[config.mk]
export PLATFORM = sky130hd
export DESIGN_NAME = uart_cfg_top
export DESIGN_NICKNAME = d
export VERILOG_FILES = /design/src/rtl/uart_cfg_top.sv
export SDC_FILE = /design/constraint.sdc
export NUM_CORES = 1
export LEC_CHECK = 0
export CAP_MARGIN = 20
export CORE_AREA = 4 4 92 94
export CTS_CLUSTER_SIZE = 40
export DETAILED_ROUTE_END_ITERATION = 12
export DIE_AREA = 0 0 96 98
export GPL_TIMING_DRIVEN = 0
export RECOVER_POWER = 25
export SETUP_SLACK_MARGIN = 0.4
export SKIP_LAST_GASP = 1
export SLEW_MARGIN = 0
export SYNTH_ARGS = -nofsm -noshare
export SYNTH_HDL_FRONTEND = slang
export SYNTH_SLANG_ARGS = --single-unit
[constraint.sdc]
create_clock -name clk -period 1.8 [get_ports clk]
set_input_delay 0.27 -clock clk [delete_from_list [all_inputs] [get_ports clk]]
set_output_delay 0.27 -clock clk [all_outputs]
set_load 0.01 [all_outputs]
[src/rtl/uart_cfg_top.sv]
// Parametrised full-duplex UART: shared 16x tick, TX serializer, RX with majority vote.
// Optional parity bit logic is built only when UART_PARITY_EN is defined.
module uart_cfg_top #(
  parameter int CLOCK_FREQ = 1_000_000,
  parameter int BAUD_RATE  = 10_000,
  parameter int DATA_BITS  = 8,
  parameter int PARITY     = 0,
  parameter int STOP_BITS  = 1
) (
  input  logic                 clk,
  input  logic                 rst_n,
  input  logic [DATA_BITS-1:0] tx_data,
  input  logic                 tx_start,
  output logic                 tx_serial,
  output logic                 tx_busy,
  output logic                 tx_done,
  input  logic                 rx_serial,
  output logic [DATA_BITS-1:0] rx_data,
  output logic                 rx_ready,
  output logic                 rx_frame_err,
  output logic                 rx_parity_err
);

  localparam int DIV = CLOCK_FREQ / (BAUD_RATE * 16);
  localparam int DW  = (DIV > 1) ? $clog2(DIV) : 1;
  localparam logic [4:0] STOP_END = 5'(16 * STOP_BITS - 1);
  localparam logic [3:0] LAST_BIT = 4'(DATA_BITS - 1);

`ifdef UART_PARITY_EN
  localparam bit PAR_EN  = (PARITY != 0);
  localparam bit PAR_ODD = (PARITY == 1);
`endif

  if (DIV < 1) begin : g_div_chk
    $error("uart_cfg_top: CLOCK_FREQ too low for BAUD_RATE");
  end
  if (DATA_BITS < 5 || DATA_BITS > 9) begin : g_db_chk
    $error("uart_cfg_top: DATA_BITS must be 5..9");
  end
  if (STOP_BITS < 1 || STOP_BITS > 2) begin : g_sb_chk
    $error("uart_cfg_top: STOP_BITS must be 1 or 2");
  end
  if (PARITY < 0 || PARITY > 2) begin : g_par_chk
    $error("uart_cfg_top: PARITY must be 0..2");
  end

  typedef enum logic [2:0] {
    S_IDLE, S_START, S_DATA, S_PAR, S_STOP
  } state_t;

  logic [DW-1:0] div_cnt;
  logic          tick;

  // free-running divider, one-clock tick every DIV clocks
  always_ff @(posedge clk or negedge rst_n) begin
    if (!rst_n) begin
      div_cnt <= '0;
      tick    <= 1'b0;
    end else if (div_cnt == DW'(DIV - 1)) begin
      div_cnt <= '0;
      tick    <= 1'b1;
    end else begin
      div_cnt <= div_cnt + 1'b1;
      tick    <= 1'b0;
    end
  end

  state_t                tx_st;
  logic [4:0]            tx_cnt;
  logic [3:0]            tx_idx;
  logic [DATA_BITS-1:0]  tx_sh;
  logic                  tx_lead;
`ifdef UART_PARITY_EN
  logic                  tx_par;
`endif

  // TX: start bit waits for the next tick, then each state lasts 16 ticks
  always_ff @(posedge clk or negedge rst_n) begin
    if (!rst_n) begin
      tx_st     <= S_IDLE;
      tx_serial <= 1'b1;
      tx_busy   <= 1'b0;
      tx_done   <= 1'b0;
      tx_cnt    <= '0;
      tx_idx    <= '0;
      tx_sh     <= '0;
      tx_lead   <= 1'b0;
`ifdef UART_PARITY_EN
      tx_par    <= 1'b0;
`endif
    end else begin
      tx_done <= 1'b0;
      unique case (tx_st)
        S_IDLE: begin
          tx_busy <= 1'b0;
          if (tx_start && !tx_busy) begin
            tx_busy <= 1'b1;
            tx_sh   <= tx_data;
            tx_lead <= 1'b1;
            tx_cnt  <= '0;
            tx_idx  <= '0;
            tx_st   <= S_START;
`ifdef UART_PARITY_EN
            tx_par  <= PAR_ODD ? ~^tx_data : ^tx_data;
`endif
          end
        end
        S_START: if (tick) begin
          if (tx_lead) begin
            tx_lead   <= 1'b0;
            tx_serial <= 1'b0;
          end else if (tx_cnt == 5'd15) begin
            tx_cnt    <= '0;
            tx_st     <= S_DATA;
            tx_serial <= tx_sh[0];
          end else begin
            tx_cnt <= tx_cnt + 5'd1;
          end
        end
        S_DATA: if (tick) begin
          if (tx_cnt == 5'd15) begin
            tx_cnt <= '0;
            if (tx_idx == LAST_BIT) begin
`ifdef UART_PARITY_EN
              if (PAR_EN) begin
                tx_st     <= S_PAR;
                tx_serial <= tx_par;
              end else begin
                tx_st     <= S_STOP;
                tx_serial <= 1'b1;
              end
`else
              tx_st     <= S_STOP;
              tx_serial <= 1'b1;
`endif
            end else begin
              tx_idx    <= tx_idx + 4'd1;
              tx_sh     <= tx_sh >> 1;
              tx_serial <= tx_sh[1];
            end
          end else begin
            tx_cnt <= tx_cnt + 5'd1;
          end
        end
        S_PAR: if (tick) begin
          if (tx_cnt == 5'd15) begin
            tx_cnt    <= '0;
            tx_st     <= S_STOP;
            tx_serial <= 1'b1;
          end else begin
            tx_cnt <= tx_cnt + 5'd1;
          end
        end
        S_STOP: if (tick) begin
          if (tx_cnt == STOP_END) begin
            tx_cnt  <= '0;
            tx_st   <= S_IDLE;
            tx_done <= 1'b1;
          end else begin
            tx_cnt <= tx_cnt + 5'd1;
          end
        end
        default: tx_st <= S_IDLE;
      endcase
    end
  end

  logic s1, s2, s3;

  // two-flop synchronizer plus one delayed copy for edge detection
  always_ff @(posedge clk or negedge rst_n) begin
    if (!rst_n) begin
      s1 <= 1'b1;
      s2 <= 1'b1;
      s3 <= 1'b1;
    end else begin
      s1 <= rx_serial;
      s2 <= s1;
      s3 <= s2;
    end
  end

  state_t               rx_st;
  logic [3:0]           rx_cnt;
  logic [3:0]           rx_idx;
  logic [DATA_BITS-1:0] rx_sh;
  logic                 m7, m8;
  logic                 rx_maj;
`ifdef UART_PARITY_EN
  logic                 rx_perr;
`else
  assign rx_parity_err = 1'b0;
`endif

  assign rx_maj = (m7 & m8) | (m7 & s2) | (m8 & s2);

  // RX: phase counter from start edge, vote at ticks 7/8/9, decide on tick 9
  always_ff @(posedge clk or negedge rst_n) begin
    if (!rst_n) begin
      rx_st        <= S_IDLE;
      rx_cnt       <= '0;
      rx_idx       <= '0;
      rx_sh        <= '0;
      m7           <= 1'b1;
      m8           <= 1'b1;
      rx_data      <= '0;
      rx_ready     <= 1'b0;
      rx_frame_err <= 1'b0;
`ifdef UART_PARITY_EN
      rx_perr       <= 1'b0;
      rx_parity_err <= 1'b0;
`endif
    end else begin
      rx_ready <= 1'b0;
      if (tick && rx_cnt == 4'd7) m7 <= s2;
      if (tick && rx_cnt == 4'd8) m8 <= s2;
      unique case (rx_st)
        S_IDLE: begin
`ifdef UART_PARITY_EN
          rx_perr <= 1'b0;
`endif
          if (s3 && !s2) begin
            rx_st  <= S_START;
            rx_cnt <= '0;
            rx_idx <= '0;
          end
        end
        S_START: if (tick) begin
          rx_cnt <= rx_cnt + 4'd1;
          if (rx_cnt == 4'd8 && s2) rx_st <= S_IDLE;
          else if (rx_cnt == 4'd15) rx_st <= S_DATA;
        end
        S_DATA: if (tick) begin
          rx_cnt <= rx_cnt + 4'd1;
          if (rx_cnt == 4'd9) rx_sh <= {rx_maj, rx_sh[DATA_BITS-1:1]};
          if (rx_cnt == 4'd15) begin
            if (rx_idx == LAST_BIT) begin
`ifdef UART_PARITY_EN
              rx_st <= PAR_EN ? S_PAR : S_STOP;
`else
              rx_st <= S_STOP;
`endif
            end else begin
              rx_idx <= rx_idx + 4'd1;
            end
          end
        end
        S_PAR: if (tick) begin
          rx_cnt <= rx_cnt + 4'd1;
`ifdef UART_PARITY_EN
          if (rx_cnt == 4'd9)
            rx_perr <= rx_maj ^ (PAR_ODD ? ~^rx_sh : ^rx_sh);
`endif
          if (rx_cnt == 4'd15) rx_st <= S_STOP;
        end
        S_STOP: if (tick) begin
          rx_cnt <= rx_cnt + 4'd1;
          if (rx_cnt == 4'd9) begin
            rx_st        <= S_IDLE;
            rx_data      <= rx_sh;
            rx_frame_err <= !rx_maj;
            rx_ready     <= 1'b1;
`ifdef UART_PARITY_EN
            rx_parity_err <= rx_perr;
`endif
          end
        end
        default: rx_st <= S_IDLE;
      endcase
    end
  end

endmodule

### Word level (Yosys, flattened, before mapping)

Index checks and enable logic that the tools add are counted.

* output and inout bits: 14
* logic and storage cells: 170
* memory bits (read-only): 0
* bits in registers: 62
* input port bits: 12
* bits in latches: 0
* memories kept: 0
* bits in writable memories: 0

* $lt $le $gt $ge: 0
* eq/ne operators: 42
* muxes and demuxes: 68
* shift-type cells: 0
* reduce and logical (&&, ||, !) cells: 28
* $add $sub $neg: 5
* bitwise operators: 5
* divide/modulo/power cells: 0
* multiply operators: 0

Operators by type and width (number)
* $mux 3: 23
* $ne 2x2->1 const B: 22
* $mux 4: 9
* $mux 8: 4
* $pmux 3 s5: 2
* $mux 5: 5
* $pmux 4 s2: 3
* $mux 1: 18
* $pmux 8 s2: 1
* $pmux 5 s3: 1
* $reduce_and 5->1: 3
* $add 4x1->4 const B: 3
* $eq 3x2->1 const B: 4
* $eq 4x3->1 const B: 3
* $eq 4x4->1 const B: 3
* $reduce_and 3->1: 4
* $reduce_and 11->1: 1
* $reduce_and 10->1: 1
* $eq 3x3->1 const B: 3
* $reduce_bool 2->1: 4
* $reduce_and 7->1: 1
* $eq 3x1->1 const B: 2
* $logic_not 3->1: 2
* $ne 3x3->1 const B: 2
* 13 further kinds: 24

### Longest topological paths before layout

* depth after elaboration: 5
* mapped depth: 8
* depth with buffers taken out: 7

### Least setup slack after synthesis

OpenSTA, ideal clock, no wires.

* path type: flip-flop to flip-flop
* start: reg tx_st[0]
* end: reg tx_st[1]
* slack: 0.141 ns
* period minus slack after synthesis: 1.659 ns
* data required time: 1.673 ns
* buffers on the path: 1
* library setup time: 0.127 ns
* stages on the path, launching flop included: 7
* data arrival time: 1.532 ns
* cells stage by stage: dfrtp_1 buf_6 or3b_1 a21oi_1 nor2_1 nand3_2 mux2_1

* word-level cells in the longest chain between the ends: 3
* elaborated cells on any way between the ends: 18
* those cells by class: eq/ne (15); mux (1); reduce/logical (2)

Ends and longest elaborated chain
* start, declared: line 68 `state_t tx_st;`
* start signal, assigned: line 80 `tx_st <= S_IDLE;`
* start signal, assigned: line 102 `tx_st <= S_START;`
* start signal, assigned: line 114 `tx_st <= S_DATA;`
* $eq 3x2->1, or another cell as far along: line 93 `unique case (tx_st)`
* $ne 2x2->1 (no source line)
* $reduce_and 11->1 (no source line)

Parallel ways exist; a longest one is shown, timed or not.
A chain may end at the register's enable or synchronous reset.

### Worst setup path after layout

Same ends and word-level chain as after synthesis.

==> flow_summary.ini <==
[grt]
grt_max_degree = 63
overflow = 0
grt_util_all_layers_pct = 14.5
grt_pass1_wl_microns = 10700
grt_pass1_vias = 2308
antenna_found_initial = 0

[yosys]
synthTopCellsByArea = dfrtp_1, nand2_1, dfstp_2
synth-edff-count = 0
syn_nets = 309
syn-cell-area_sq_mm = 0.00300
yosys.area.top_type_share_pct = 46.7
seq_area_frac_synth_pct = 52.0
synthArstFlopShare_pct = 100
syn_inst = 291
yosysTopAreaCell = dfrtp_1
syn_avg_cell_area_sq_um = 10.3
synth_cell_type_count = 53
yosysWarnings = 0
synthFlopType = dfrtp_1
ys_seq_elements = 62

[place]
gp_congestion = 0.744
place_hpwl_microns = 3750
io_buffers = 24
place_ws_ns = -0.137
dpl_cell_area_sq_mm = 0.00347
dp.cells = 417

[finish]
drive_gt1_share_pct = 42.2
fin_area_sq_mm = 0.00412
areaGrowthSynthToFinish_pct = 37.2
layout_common_cells = dfrtp_1, nand2_1, buf_4
final_cells = 467
fin_nets = 379
multi_input_area_sq_mm = 0.00161
seqCellArea_sq_mm = 0.00156
final_common_cell = dfrtp_1
fin_util_pct = 53.8
nFillCells = 675
antenna_cells = 0

[critical_path]
critPathBufInv = 1
r2r.worst_path.cells = 6
path_class = register to register
timing.rr.end = tx_st[1]$_DFFE_PN0P_
r2r_slack_ns = 0.11
crit_chain = buf_6 -> or3b_4 -> a21oi_4 -> nor2_2 -> nand3_4 -> mux2_4
slowest_delay_ns = 0.41
cp_top_family = simple AND/OR/NAND/NOR gates
cp.arrival_ns = 1.91
end_kind = register
crit_slowest_cell = or3b_4
critPathLaunchType = register
path_max_fanout = 6
required_ns = 2.02
worst-path-stages = 6
r2r-start = tx_st[0]$_DFFE_PN0P_

[sta]
worstMarginPinSlew_ns = 1.52
period_share_pct = 94.1
setup_ws_ns = 0.106
clock.fmax_mhz = 590
whs_ns = 0.306
hold_viol = 0
slew_viol_final = 63
slew_headroom_pct = -1.66
finalClockSkew_ns = 0.00561
rsz0062_at_grt = yes
min_period_ns = 1.69
setup_viol_count_final = 0
setup_tns_ns = 0

[run]
max_cap_viol_count = 1

[floorplanning]
die_w_microns = 96
placementRows = 32
io_pins = 26
start_util_pct = 39.2
dieArea_sq_mm = 0.00941
core_area_sq_mm = 0.00765
die-height_microns = 98

[detailed_routing]
drt_iter0_markers = 82
via_per_inst = 4.86
wl_microns = 6160
routedWlPerCell_microns = 13.2
dr.pass1.iters = 4
vias = 2269
final_antenna_net_count = 0
route.detailed.drc = 0

[clock_tree]
cts_root_buf = clkbuf_8
cts_tree = built
cts_hold_buf = 0
cts_max_path_buffers = 2
cts_sinks = 62
insertion_delay_ns = 0.34
clk_pin_slew_ns = 0.07
numCtsBuffers = 9
htreeDepth = 3

[pwr]
seqPwrFrac_pct = 37.5
power.leakage_nw = 1.88
pwr-share-clk_pct = 19.3
p_total_mw = 5.20
p_int_mw = 3.34
combPwrFrac_pct = 43.2
p_sw_mw = 1.86
p_sw_share_pct = 35.8
powerDensity_mw_per_mm2 = 1260
vdd_drop_max_uv = 824

[min_path]
hold_class = input port to asynchronous set/reset pin

[status]
outcome = finished with violations
failed_checks = capacitance limit, slew limit
area by class of cell:
type	instances	share of cell area, %
Tap cell	102	3.10
Multi-Input combinational cell	205	39.1
Timing Repair Buffer	59	12.2
Sequential cell	62	38.0
Clock inverter	5	0.669
Clock buffer	10	3.10
Buffer	11	2.64
Inverter	13	1.31
flip-flops by register name, indices dropped and copies added, names as in the netlist, 3 cells and up:
signal,count
rx_sh,8
rx_cnt,4
rx_data,8
rx_st,3
tx_sh,8
rx_idx,4
tx_st,3
tx_idx,4
div_cnt,3
tx_cnt,5
cell usage after synthesis, types with 2 or more instances:
library cell	number
nor3_1	3
nor3b_1	2
or3b_1	2
o21a_1	2
a21oi_1	11
nor2b_1	3
o21ai_4	3
dfrtp_1	56
nand4_1	2
nand3_1	12
mux2_2	8
a22o_1	2
nand2_1	47
o21ai_0	18
inv_1	12
clkbuf_1	3
and4b_1	3
nand2b_1	7
dfstp_2	6
buf_4	4
nor3_2	2
a21o_1	2
nor3b_2	2
buf_2	2
xor2_1	2
mux2i_1	8
xnor2_1	6
mux2_1	2
nor2_1	28
a211oi_2	2
ha_1	6
buf_6	2
power groups by stage:
stage | Clock, mW | Combinational, mW | Sequential, mW
5_1_grt | 1.12 | 2.48 | 1.98
2_1_floorplan | 0 | 1.24 | 1.89
3_5_place_dp | 0 | 1.54 | 1.94
4_1_cts | 1.04 | 2.03 | 1.93
6_report | 1.00 | 2.25 | 1.95
3_3_place_gp | 0 | 1.51 | 1.93
cell families after synthesis:
logic type                 count (synthesis)  share of synthesized area [%]
muxes                                     19                           6.92
and+or+nand+nor                          124                           21.0
buffers and inverters                     24                           4.09
xor gates and xnor gates                   8                           2.34
adders and majority gates                  7                           2.84
AOI/OAI and AO/OA                         46                           10.7
other                                      1                          0.125
DFF                                       62                           52.0
how the worst max path moves through the flow:
stage,from,end
after floorplan,tx_st[1]$_DFFE_PN0P_,tx_st[1]$_DFFE_PN0P_
after global placement,rst_n,tx_idx[1]$_DFFE_PN0P_
after detailed placement,tx_start,tx_cnt[2]$_DFFE_PN0P_
after CTS,tx_st[0]$_DFFE_PN0P_,tx_st[1]$_DFFE_PN0P_
after global routing,tx_st[1]$_DFFE_PN0P_,tx_st[1]$_DFFE_PN0P_
final,tx_st[0]$_DFFE_PN0P_,tx_st[1]$_DFFE_PN0P_
per-layer routing:
metal | global-route usage, % | vias up | part of all wire (%)
li1 | - | 1131 | -
met5 | 0 | - | 0
met1 | 18.9 | 1099 | 46
met2 | 22.5 | 33 | 49
met4 | 3.50 | 0 | 1.1
met3 | 5.70 | 6 | 3.9
what timing repair did:
item                                    CTS  global route
pin swaps                                36            15
resized for setup                        66            26
gates cloned                              2             0
endpoints found under the setup margin   62            52
setup buffers                            26             7
Note: power is estimated with default switching activity, not from simulation.
